[src/rtl/ut_datapath.sv]
`default_nettype none
// ============================================================================
// Module   : ut_datapath
// Brief    : Accumulator-CPU processing-unit datapath. Holds PC, RI, R1,
//            ACCU and the carry flag, and contains the ALU. Every register
//            update is driven directly by the control FSM strobes.
// Revision : 1.0 - initial release
// ============================================================================
module ut_datapath #(
  parameter int DATA_W = 8,  // must be >= ADDR_W+3 (opcode sits above the address field)
  parameter int ADDR_W = 5
) (
  input  logic              clk,
  input  logic              rst,
  input  logic              ce,
  input  logic              clear_PC,
  input  logic              enable_PC,
  input  logic              load_PC,
  input  logic              load_RI,
  input  logic              sel_ADR,
  input  logic              load_R1,
  input  logic              load_ACCU,
  input  logic [2:0]        sel_UAL,
  input  logic              clear_carry,
  input  logic              load_carry,
  input  logic [DATA_W-1:0] mem_rdata,
  output logic [2:0]        code_op,
  output logic              carry,
  output logic [ADDR_W-1:0] mem_addr,
  output logic [DATA_W-1:0] mem_wdata,
  output logic [DATA_W-1:0] accu_dbg
);

  localparam logic [2:0] ALU_NOR = 3'b000;
  localparam logic [2:0] ALU_ADD = 3'b010;
  localparam logic [2:0] ALU_SUB = 3'b011;

  logic [ADDR_W-1:0] pc_q,    pc_d;
  logic [DATA_W-1:0] ri_q,    ri_d;
  logic [DATA_W-1:0] r1_q,    r1_d;
  logic [DATA_W-1:0] accu_q,  accu_d;
  logic              carry_q, carry_d;

  logic [DATA_W:0]   alu_wide;
  logic [DATA_W-1:0] alu_res;
  logic              alu_cout;

  // ALU: A = ACCU, B = R1, evaluated one extra bit wide to expose carry-out
  always_comb begin
    case (sel_UAL)
      ALU_NOR: alu_wide = {1'b0, ~(accu_q | r1_q)};
      ALU_ADD: alu_wide = {1'b0, accu_q} + {1'b0, r1_q};
      ALU_SUB: alu_wide = {1'b0, accu_q} + {1'b0, ~r1_q} + {{DATA_W{1'b0}}, 1'b1};
      default: alu_wide = {1'b0, accu_q};
    endcase
    alu_res  = alu_wide[DATA_W-1:0];
    alu_cout = alu_wide[DATA_W];
  end

  // Next-state selection; every load reads pre-edge register values
  always_comb begin
    pc_d    = pc_q;
    ri_d    = ri_q;
    r1_d    = r1_q;
    accu_d  = accu_q;
    carry_d = carry_q;
    if (ce) begin
      if (clear_PC)       pc_d = '0;
      else if (load_PC)   pc_d = ri_q[ADDR_W-1:0];
      else if (enable_PC) pc_d = pc_q + ADDR_W'(1);

      if (load_RI)   ri_d   = mem_rdata;
      if (load_R1)   r1_d   = mem_rdata;
      if (load_ACCU) accu_d = alu_res;

      if (clear_carry)     carry_d = 1'b0;
      else if (load_carry) carry_d = alu_cout;
    end
  end

  // Register bank with asynchronous active-high reset
  always_ff @(posedge clk or posedge rst) begin
    if (rst) begin
      pc_q    <= '0;
      ri_q    <= '0;
      r1_q    <= '0;
      accu_q  <= '0;
      carry_q <= 1'b0;
    end else begin
      pc_q    <= pc_d;
      ri_q    <= ri_d;
      r1_q    <= r1_d;
      accu_q  <= accu_d;
      carry_q <= carry_d;
    end
  end

  // Zero-latency address mux: instruction fetch from PC, operand from RI
  assign mem_addr  = sel_ADR ? ri_q[ADDR_W-1:0] : pc_q;
  assign code_op   = ri_q[DATA_W-1:DATA_W-3];
  assign carry     = carry_q;
  assign mem_wdata = accu_q;
  assign accu_dbg  = accu_q;

endmodule
`default_nettype wire

[config.mk]
export PLATFORM = sky130hd
export DESIGN_NAME = ut_datapath
export DESIGN_NICKNAME = d
export VERILOG_FILES = /design/src/rtl/ut_datapath.sv
export SDC_FILE = /design/constraint.sdc
export NUM_CORES = 1
export LEC_CHECK = 0
export ABC_AREA = 0
export ABC_CLOCK_PERIOD_IN_PS = 5600
export BUFFER_PORTS_ARGS = -buffer_cell sky130_fd_sc_hd__clkbuf_2
export CELL_PAD_IN_SITES_DETAIL_PLACEMENT = 1
export CELL_PAD_IN_SITES_GLOBAL_PLACEMENT = 2
export CORE_MARGIN = 3
export CORE_UTILIZATION = 37
export DETAILED_ROUTE_END_ITERATION = 6
export HOLD_SLACK_MARGIN = 0.12
export PLACE_DENSITY = 0.86
export REMOVE_ABC_BUFFERS = 1
export SETUP_SLACK_MARGIN = 0.02
export SLEW_MARGIN = 5
export SYNTH_ARGS = -nofsm -noshare
export SYNTH_HDL_FRONTEND = slang
export SYNTH_SLANG_ARGS = --single-unit
[constraint.sdc]
create_clock -name clk -period 5.6 [get_ports clk]
set_input_delay 0.56 -clock clk [delete_from_list [all_inputs] [get_ports clk]]
set_output_delay 0.56 -clock clk [all_outputs]
set_load 0.1 [all_outputs]
==> qor.txt, run 1 <==
M1 GR Usage: 25.6%
Die area: 0.00762 sq mm
# fillers: 752
Worst Setup Path Type: reg2reg
Skew final: 0.0117 ns
Grt ovf: 0
CTS tree: done
Clk sink count: 30
Leak: 1.36 nW
Fmax: 447 MHz
Netlist Area Pre-Place: 0.00244 sq mm
Worst Path Required: 5.84 ns
Reg2reg setup slack: 3.36 ns
Avg Cell Area, Syn: 9.33 sq um
Overall Power: 1.49 mW
Resize count post-CTS: 0
Nets@finish: 350
Initial antenna violation count: 0
Max Slew Vio Count: 0
Placed cell count: 367
Via count: 2046
Syn Inst Count: 262
# Post-CTS Setup Buffers: 0
Core footprint: 0.00617 sq mm
Largest family of logic cells by synthesized area: compound AO/OA/AOI/OAI gates
Measured slew at the worst slew-check pin: 0.739 ns
CP Launch Type: flop
Final Hold Vio Count: 0
Vias in the first global route: 2084
Post-synth ARST share: 100%
Synth Area in Compound Gates: 20.9%
Setup TNS: 0 ns
Clock Pin Slew Worst Setup and Hold Paths: 0.08 ns
Crit-path max FO: 6
R2R depth: 7
Number of DRC markers in iteration 0: 96
Most frequent cells after synthesis: 30 x dfrtp_1, 27 x inv_1, 26 x ha_1, 22 x mux2_2, 19 x o21ai_0
Number of port buffers: 47
Placement Cell Area: 0.00266 sq mm
R2r startpoint: accu_dbg[1]
# DRC: 0
RSZ-0062 raised after global routing: false
Adder-Cell Fraction of Synth Area: 15.0%
Row cnt: 28
Non-Filler Instances: 375
GRT met3 Usage: 3.22%
Post-DP HPWL: 5260 um
Post-Synth Simple-Gate Area: 11.8%
TritonCTS buffer count: 5
Post-synthesis register bit count: 30
Most frequent cell after synthesis: dfrtp_1
GP Congestion: 0.873
Clk buf depth: 2
FF-to-FF End: accu_dbg[5]
Sequential-to-total area share from yosys stat: 30.7%
First-pass GRT wire length: 10800 um
Slew HR: 50.7%
First-pass DRT Iterations: 4
Worst skew pair latency: 0.29 ns
Layout cells sized above 1: 27.7%
GR Util met2: 29.4%
Final Worst Setup Slack: 3.36 ns
Power Density: 542 mW/mm^2
Max-Cap Viols: 0
Post-synthesis mux area share: 11.4%
Total track usage: 18.5%
Worst hold path type: in2async
Initial Utilization: 39.6%
Final wirelength: 6630 um
Final setup violation count: 0
Worst slack at placement: 3.34 ns
Die width: 87.3 um
Endpoint type of the worst setup path: flop
Post-Synth XOR/XNOR Area: 1.08%
Top cells by area, synth: dfrtp_1 31%, ha_1 13%, mux2_2 10%
Ant. Diodes: 0
Worst EP arrival: 2.47 ns
Synth-to-Final Area Change: 12.7%
Crit path time final: 2.24 ns
Share of the synthesized area in the top cell type: 30.7%
Post-CTS Hold Buffers: 0
DIE HEIGHT: 87.3 um
Synthesis Warnings: 0
Root Driver: clkbuf_8
Final instance area: 0.00276 sq mm
Yosys top cell by area: dfrtp_1
Detail Route Antenna Nets: 0
VDD IR-drop max: 372 uV
Io pins: 48
Synth cell types: 48
Htree depth: 2
Top FF cell, synth: dfrtp_1
DR WL/cell: 17.7 um
Post-synth EDFFs: 0
Fin crit share: 39.9%
Largest net degree at the start of global routing: 31
Status: finished, final reports clean
Drt via density: 5.46
Most Used Layer, Global Route: met2
[layer usage]
| metal | wire (um) | vias up |
|---|---|---|
| met5 | 0 | - |
| li1 | - | 993 |
| met4 | 75 | 0 |
| met3 | 309 | 8 |
| met1 | 3050 | 993 |
| met2 | 3200 | 52 |
[worst max-delay path by stage]
| stage | slack, ns | startpoint | endpoint |
|---|---|---|---|
| 2_1_floorplan | 2.16 | accu_dbg[1] | accu_dbg[5] |
| 3_3_place_gp | 3.30 | sel_UAL[1] | accu_dbg[5] |
| 3_5_place_dp | 3.34 | accu_dbg[1] | accu_dbg[5] |
| 4_1_cts | 3.31 | accu_dbg[1] | accu_dbg[5] |
| 5_1_grt | 3.21 | accu_dbg[0] | accu_dbg[4] |
| 6_report | 3.36 | accu_dbg[1] | accu_dbg[5] |
[flip-flops by register name, indices dropped and copies added, names as in the netlist]
name and cells:
r1_q 8, accu_dbg 8, ri_q 8, pc_q 5, carry 1
[cells by family after synthesis]
kind of cell / Yosys count
and+or+nand+nor: 55
xor gates and xnor gates: 3
adders and majority gates: 28
DFF: 30
muxes: 25
buffers and inverters: 46
AOI/OAI and AO/OA: 75
[power by group]
group          internal [mW]  switching [mW]  leakage [nW]  total [mW]
combinational          0.250           0.731         0.946       0.981
clock                 0.0992          0.0915        0.0482       0.191
sequential             0.263          0.0588         0.364       0.322
total                  0.612           0.881          1.36        1.49
[cells in the final DEF (no fill, tap or decap), drive strengths merged, types with 5 or more instances in the layout]
cell	netlist	routed
a21oi	14	14
a22oi	6	6
clkbuf	4	54
dfrtp	30	30
ha	26	26
inv	27	27
mux2	22	22
nand2	14	14
nor2	10	10
nor3	8	8
o21ai	19	19
o21bai	5	5
o31ai	6	6
[metrics by stage]
stage | hold WS, ns | utilization (%)
2_1_floorplan | 0.491 | -
3_3_place_gp | 0.495 | 43.2
3_5_place_dp | 0.498 | 43.2
4_1_cts | 0.348 | 44.7
5_1_grt | 0.384 | 44.7
6_report | 0.332 | 44.7
[critical path, stage by stage, from the launching register on]
cell,delay [ns]
dfrtp_1,0.44
inv_1,0.15
ha_1,0.34
a21o_1,0.23
a221o_1,0.36
nor3b_1,0.15
a2111oi_1,0.36
or2_1,0.16
[layout make-up]
cell class | count | area (sq um) | area share (%)
clock buffers | 7 | 86.3 | 3.13
inverters | 27 | 101 | 3.68
flip-flops and latches | 30 | 751 | 27.2
clock inverters | 1 | 5.00 | 0.182
well taps | 75 | 93.8 | 3.41
repair buffers | 49 | 250 | 9.08
multi-input cells | 186 | 1470 | 53.3
(Power assumes the default switching activity.)
==> inputs of run 2 (changes only) <==
Settings changed: ABC_CLOCK_PERIOD_IN_PS 5600 to 2000, CORE_UTILIZATION 37 to 31, PLACE_DENSITY 0.86 to 0.77.
Clock period 5.6 ns to 2 ns, I/O delays scaled along.
==> run 2 against run 1 <==
Net effect:
- the run now ends with negative setup slack left
- flip-flop and latch count did not move
- sequential power rose to 2.6 times the previous value
- first-iteration DRC count rose by 43%
- register-to-register slack got worse by 3.4 ns
- sequential share of layout area fell by 4.6 points
- maximum frequency rose by 9.7%
- worst setup slack got worse by 3.4 ns
- cell area rose by 21%
- non-clock buffer count rose by 48
- clock-buffer cell count fell by 1
- highest routed layer unchanged
==> qor.txt, run 2 (synthesis results as in run 1) <==
Drt via density: 5.00 (was 5.46)
Largest net degree at the start of global routing: 31 (unchanged)
Hold endpoint: r1_q[7]
First-pass DRT Iterations: 4 (unchanged)
Worst hold path type: in2reg (was in2async)
RSZ-0062 raised after global routing: true (was false)
# fillers: 877 (was 752)
First-pass GRT wire length: 11900 um (was 10800 um)
CP Launch Type: flop (unchanged)
R2r startpoint: accu_dbg[1] (unchanged)
Skew final: 0.00891 ns (was 0.0117 ns)
Crit-path max FO: 2 (was 6)
Endpoint type of the worst setup path: flop (unchanged)
Register Area: 751 sq um (unchanged)
Clk sink count: 30 (unchanged)
Violated checks: negative setup slack
Initial Utilization: 32.8% (was 39.6%)
Worst Setup SP: accu_dbg[1] (unchanged)
Fin crit share: 102% (was 39.9%)
Final Hold Vio Count: 0 (unchanged)
Clock Pin Slew Worst Setup and Hold Paths: 0.07 ns (was 0.08 ns)
Grt ovf: 0 (unchanged)
R2R depth: 8 (was 7)
Layout cells sized above 1: 45.4% (was 27.7%)
Worst Setup Path Type: reg2reg (unchanged)
Worst EP arrival: 2.23 ns (was 2.47 ns)
Io pins: 48 (unchanged)
Max-Cap Viols: 0 (unchanged)
Worst skew pair latency: 0.30 ns (was 0.29 ns)
Worst Path Required: 2.19 ns (was 5.84 ns)
Hold path depth: 2
Final instance area: 0.00332 sq mm (was 0.00276 sq mm)
CTS tree: done (unchanged)
Fmax: 491 MHz (was 447 MHz)
Nets@finish: 398 (was 350)
Total track usage: 17.3% (was 18.5%)
Root Driver: clkbuf_8 (unchanged)
Post-DP HPWL: 5810 um (was 5260 um)
Vias in the first global route: 2339 (was 2084)
Detail Route Antenna Nets: 0 (unchanged)
DR WL/cell: 17.2 um (was 17.7 um)
Via count: 2237 (was 2046)
Reg2reg setup slack: -0.04 ns (was 3.36 ns)
Initial antenna violation count: 0 (unchanged)
Max Slew Vio Count: 0 (unchanged)
Number of DRC markers in iteration 0: 137 (was 96)
FF-to-FF End: accu_dbg[6] (was accu_dbg[5])
Row cnt: 31 (was 28)
Final wirelength: 7710 um (was 6630 um)
Placement Cell Area: 0.00298 sq mm (was 0.00266 sq mm)
# DRC: 0 (unchanged)
Worst hold start: mem_rdata[7]
Commonest non-fill, non-tap cell in the layout: clkbuf_2 (unchanged)
Die width: 94.8 um (was 87.3 um)
Power Density: 1490 mW/mm^2 (was 542 mW/mm^2)
Most frequent cells in the layout: 47 x clkbuf_2, 46 x buf_4, 30 x dfrtp_1 (was 47 x clkbuf_2, 30 x dfrtp_1, 27 x inv_1)
DIE HEIGHT: 94.8 um (was 87.3 um)
Core footprint: 0.00745 sq mm (was 0.00617 sq mm)
Die area: 0.00898 sq mm (was 0.00762 sq mm)
Ant. Diodes: 0 (unchanged)
Synth-to-Final Area Change: 35.9% (was 12.7%)
Crit path time final: 2.04 ns (was 2.24 ns)
Leak: 1.60 nW (was 1.36 nW)
Status: finished, violations left (was finished, final reports clean)
VDD IR-drop max: 1120 uV (was 372 uV)
Slew HR: 63.7% (was 50.7%)
Htree depth: 2 (unchanged)
Clk buf depth: 2 (unchanged)
Number of port buffers: 47 (unchanged)
GP Congestion: 0.877 (was 0.873)
TritonCTS buffer count: 5 (unchanged)
Footprint of the multi-input gates: 0.00163 sq mm (was 0.00147 sq mm)
Final setup violation count: 2 (was 0)
Final Worst Setup Slack: -0.0385 ns (was 3.36 ns)
Setup TNS: -0.0635 ns (was 0 ns)
Worst slack at placement: -0.114 ns (was 3.34 ns)
Measured slew at the worst slew-check pin: 0.546 ns (was 0.739 ns)
run 2: cell types whose count changed in the layout (fill, tap and decap cells not counted), moves of 4 or more:
| cell | previous run | this run |
|---|---|---|
| buf_4 | 2 | 46 |
| ha_1 | 26 | 14 |
| ha_2 | 0 | 8 |
| ha_4 | 0 | 4 |
| inv_1 | 27 | 23 |
| inv_2 | 0 | 4 |
run 2: metrics by stage:
step                      total power [mW]  util (%)  cells  hold slack (ns)
after detailed placement              4.03      40.0    429            0.293
after global routing                  5.25      44.6    447            0.148
after global placement                3.99      40.0    429            0.288
after floorplan                       3.11         -    243            0.291
final                                 4.95      44.6    447            0.148
after CTS                             4.79      43.1    443            0.148
run 2: cell type report:
type	count	area share (%)
timing repair buffer	97	18.8
sequential	30	22.6
tap	99	3.73
clock buffer	6	2.49
inverter	27	3.05
multi-input combinational	186	49.0
clock inverter	2	0.377
run 2: report_power, final:
group          switching (mW)  internal [mW]  total, mW
sequential              0.105          0.736      0.841
combinational            2.34           1.22       3.56
clock                   0.265          0.277      0.541
total                    2.71           2.23       4.95
run 2: how the worst max path moves through the flow:
stage                     slack (ns)           to
final                          -0.04  accu_dbg[6]
after floorplan                -1.44  accu_dbg[5]
after CTS                      0.004  accu_dbg[6]
after detailed placement       -0.11  accu_dbg[6]
after global routing           -0.11  accu_dbg[4]
after global placement         -0.05  accu_dbg[6]
run 2: repair_timing:
item / in CTS / in global routing
hold buffers: 1 / 0
resized for setup: 19 / 18
pin swaps: 5 / 10
buffers inserted: 5 / 4
gates cloned: 0 / 0
endpoints found under the setup margin: 5 / 5
hold endpoints to repair: 30 / 0
run 2: metal layers:
metal  wire length [um]  GRT usage, %
met5                  0             0
met1               3370          23.0
met4                 80          3.97
met3                337          2.79
met2               3920          29.4
run 2: worst max-delay path, cell delays in order (launching register included):
cell and delay, ns:
dfrtp_1 0.40, inv_2 0.07, buf_4 0.15, fa_2 0.42, nor2b_4 0.16, o31ai_4 0.09, mux2i_1 0.13, a211o_1 0.31
a32o_1 0.21
==> inputs of run 3 (changes only) <==
Settings changed: GPL_TIMING_DRIVEN set to 0, TNS_END_PERCENT set to 5.
==> run 3 against run 2 <==
Net effect:
- clock skew decreased by 0.0029 ns
- the flow still finishes with violations (negative setup slack)
- maximum frequency fell by 2.5%
- highest routed layer unchanged
- worst setup slack worse by 0.051 ns
- via count down 4.2%
==> qor.txt, run 3 (synthesis results as in run 1) <==
Crit path max-delay family: compound AO/OA/AOI/OAI gates (unchanged)
Final instance area: 0.00303 sq mm (was 0.00332 sq mm)
Critical path, cell by cell: buf_4 > ha_4 > inv_2 > fa_2 > nor2b_4 > o31ai_4 > mux2i_1 > a211o_1 > a32o_1 (was inv_2 > buf_4 > fa_2 > nor2b_4 > o31ai_4 > mux2i_1 > a211o_1 > a32o_1)
Synth-to-Final Area Change: 24.1% (was 35.9%)
Die area: 0.00898 sq mm (unchanged)
Initial Utilization: 32.8% (unchanged)
Final Worst Setup Slack: -0.0899 ns (was -0.0385 ns)
TritonCTS buffer count: 5 (unchanged)
Die width: 94.8 um (unchanged)
Measured slew at the worst slew-check pin: 0.807 ns (was 0.546 ns)
Htree depth: 2 (unchanged)
Clock Pin Slew Worst Setup and Hold Paths: 0.07 ns (about the same)
Largest net degree at the start of global routing: 31 (unchanged)
Final setup violation count: 4 (was 2)
Drt via density: 5.21 (was 5.00)
Slowest CP cell: dfrtp_1 (was fa_2)
Fin crit share: 104% (was 102%)
Core footprint: 0.00745 sq mm (unchanged)
Endpoint type of the worst setup path: flop (unchanged)
First-pass GRT wire length: 11700 um (was 11900 um)
Number of DRC markers in iteration 0: 61 (was 137)
Skew final: 0.00605 ns (was 0.00891 ns)
Slew HR: 45.8% (was 63.7%)
Row cnt: 31 (unchanged)
GRT met3 Usage: 2.79% (unchanged)
Fin Hold WS: 0.158 ns (was 0.148 ns)
CTS tree: done (unchanged)
Total track usage: 17.0% (was 17.3%)
Layout cells sized above 1: 39.1% (was 45.4%)
Root Driver: clkbuf_8 (unchanged)
Final wirelength: 7070 um (was 7710 um)
Non-Filler Instances: 411 (was 447)
Final Hold Vio Count: 0 (unchanged)
Max-Cap Viols: 0 (unchanged)
Nets@finish: 363 (was 398)
Most frequent cells in the layout: 47 x clkbuf_2, 26 x dfrtp_1, 22 x mux2_2 (was 47 x clkbuf_2, 46 x buf_4, 30 x dfrtp_1)
M1 GR Usage: 23.1% (was 23.0%)
Violated checks: negative setup slack (unchanged)
First-pass DRT Iterations: 4 (unchanged)
Io pins: 48 (unchanged)
Reg2reg setup slack: -0.09 ns (was -0.04 ns)
Clk sink count: 30 (unchanged)
CP Launch Type: flop (unchanged)
DIE HEIGHT: 94.8 um (unchanged)
WP buf/inv: 2 (unchanged)
GP Congestion: 0.811 (was 0.877)
Most Used Layer, Global Route: met2 (unchanged)
Worst Setup Path Type: reg2reg (unchanged)
Via count: 2142 (was 2237)
Post-DP HPWL: 5160 um (was 5810 um)
Commonest non-fill, non-tap cell in the layout: clkbuf_2 (unchanged)
Detail Route Antenna Nets: 0 (unchanged)
Leak: 1.42 nW (was 1.60 nW)
Power Density: 1490 mW/mm^2 (about the same)
Fmax: 478 MHz (was 491 MHz)
Clk buf depth: 2 (unchanged)
Crit path time final: 2.09 ns (was 2.04 ns)
Worst EP arrival: 2.27 ns (was 2.23 ns)
Ant. Diodes: 0 (unchanged)
Placed cell count: 390 (was 429)
Crit-path max FO: 3 (was 2)
RSZ-0062 raised after global routing: true (unchanged)
Initial antenna violation count: 0 (unchanged)
Status: finished, violations left (unchanged)
VDD IR-drop max: 889 uV (was 1120 uV)
GR Util met2: 27.7% (was 29.4%)
Vias in the first global route: 2235 (was 2339)
Setup TNS: -0.174 ns (was -0.0635 ns)
Placement Cell Area: 0.00269 sq mm (was 0.00298 sq mm)
Worst hold path type: in2reg (unchanged)
Number of port buffers: 47 (unchanged)
DR WL/cell: 17.2 um (about the same)
Crit-path max cell delay: 0.41 ns (was 0.42 ns)
Overall Power: 4.51 mW (was 4.95 mW)
Grt ovf: 0 (unchanged)
Worst Path Required: 2.18 ns (was 2.19 ns)
# DRC: 0 (unchanged)
Max Slew Vio Count: 0 (unchanged)
Worst skew pair latency: 0.28 ns (was 0.30 ns)
-- run 3: cell types whose count changed in the layout (fill, tap and decap cells not counted), moves of 3 or more --
| cell | before | now |
|---|---|---|
| dfrtp_1 | 30 | 26 |
| ha_4 | 4 | 7 |
| buf_4 | 46 | 13 |
| dfrtp_2 | 0 | 4 |
| ha_1 | 14 | 17 |
| ha_2 | 8 | 2 |
-- run 3: path summary, 6_finish.rpt --
kind,depth (start not counted),from,endpoint
max,9,accu_dbg[0],accu_dbg[6]
min,2,mem_rdata[4],r1_q[4]
max reg2reg,9,accu_dbg[0],accu_dbg[6]
min reg2reg,1,ri_q[5],ri_q[5]
max in group asynchronous,3,rst,r1_q[0]
min in group asynchronous,3,rst,ri_q[5]
-- run 3: metal layers --
metal | part of all wire (%) | vias to the layer above
li1 | - | 1018
met1 | 48 | 1065
met2 | 48 | 51
met3 | 2.9 | 8
met4 | 1.3 | 0
met5 | 0 | -
-- run 3: final cells by class --
cell class | count | area (sq um)
Fill cell | 898 | 4410
Tap cell | 99 | 124
Clock buffer | 5 | 68.8
Clock inverter | 2 | 10.0
Timing Repair Buffer | 62 | 354
Inverter | 27 | 104
Multi-Input combinational cell | 186 | 1620
Sequential cell | 30 | 756
-- run 3: power by group --
part	switching, mW	total (mW)	internal, mW	leakage, nW
combinational	2.20	3.14	0.937	1.01
sequential	0.152	0.894	0.742	0.360
clock	0.244	0.478	0.233	0.0438
-- run 3: metrics by stage --
| stage | setup slack [ns] | util, % |
|---|---|---|
| after floorplan | -1.44 | - |
| after global placement | -0.398 | 36.0 |
| after detailed placement | -0.298 | 36.1 |
| after CTS | -0.0700 | 40.3 |
| after global routing | -0.205 | 40.7 |
| final | -0.0899 | 40.7 |
-- run 3: timing repair --
item / in CTS / in global routing
resized for setup: 35 / 3
hold endpoints to repair: 0 / 30
setup buffers: 13 / 0
hold buffers: 0 / 1
pin swaps: 13 / 3
setup endpoints to repair: 5 / 5
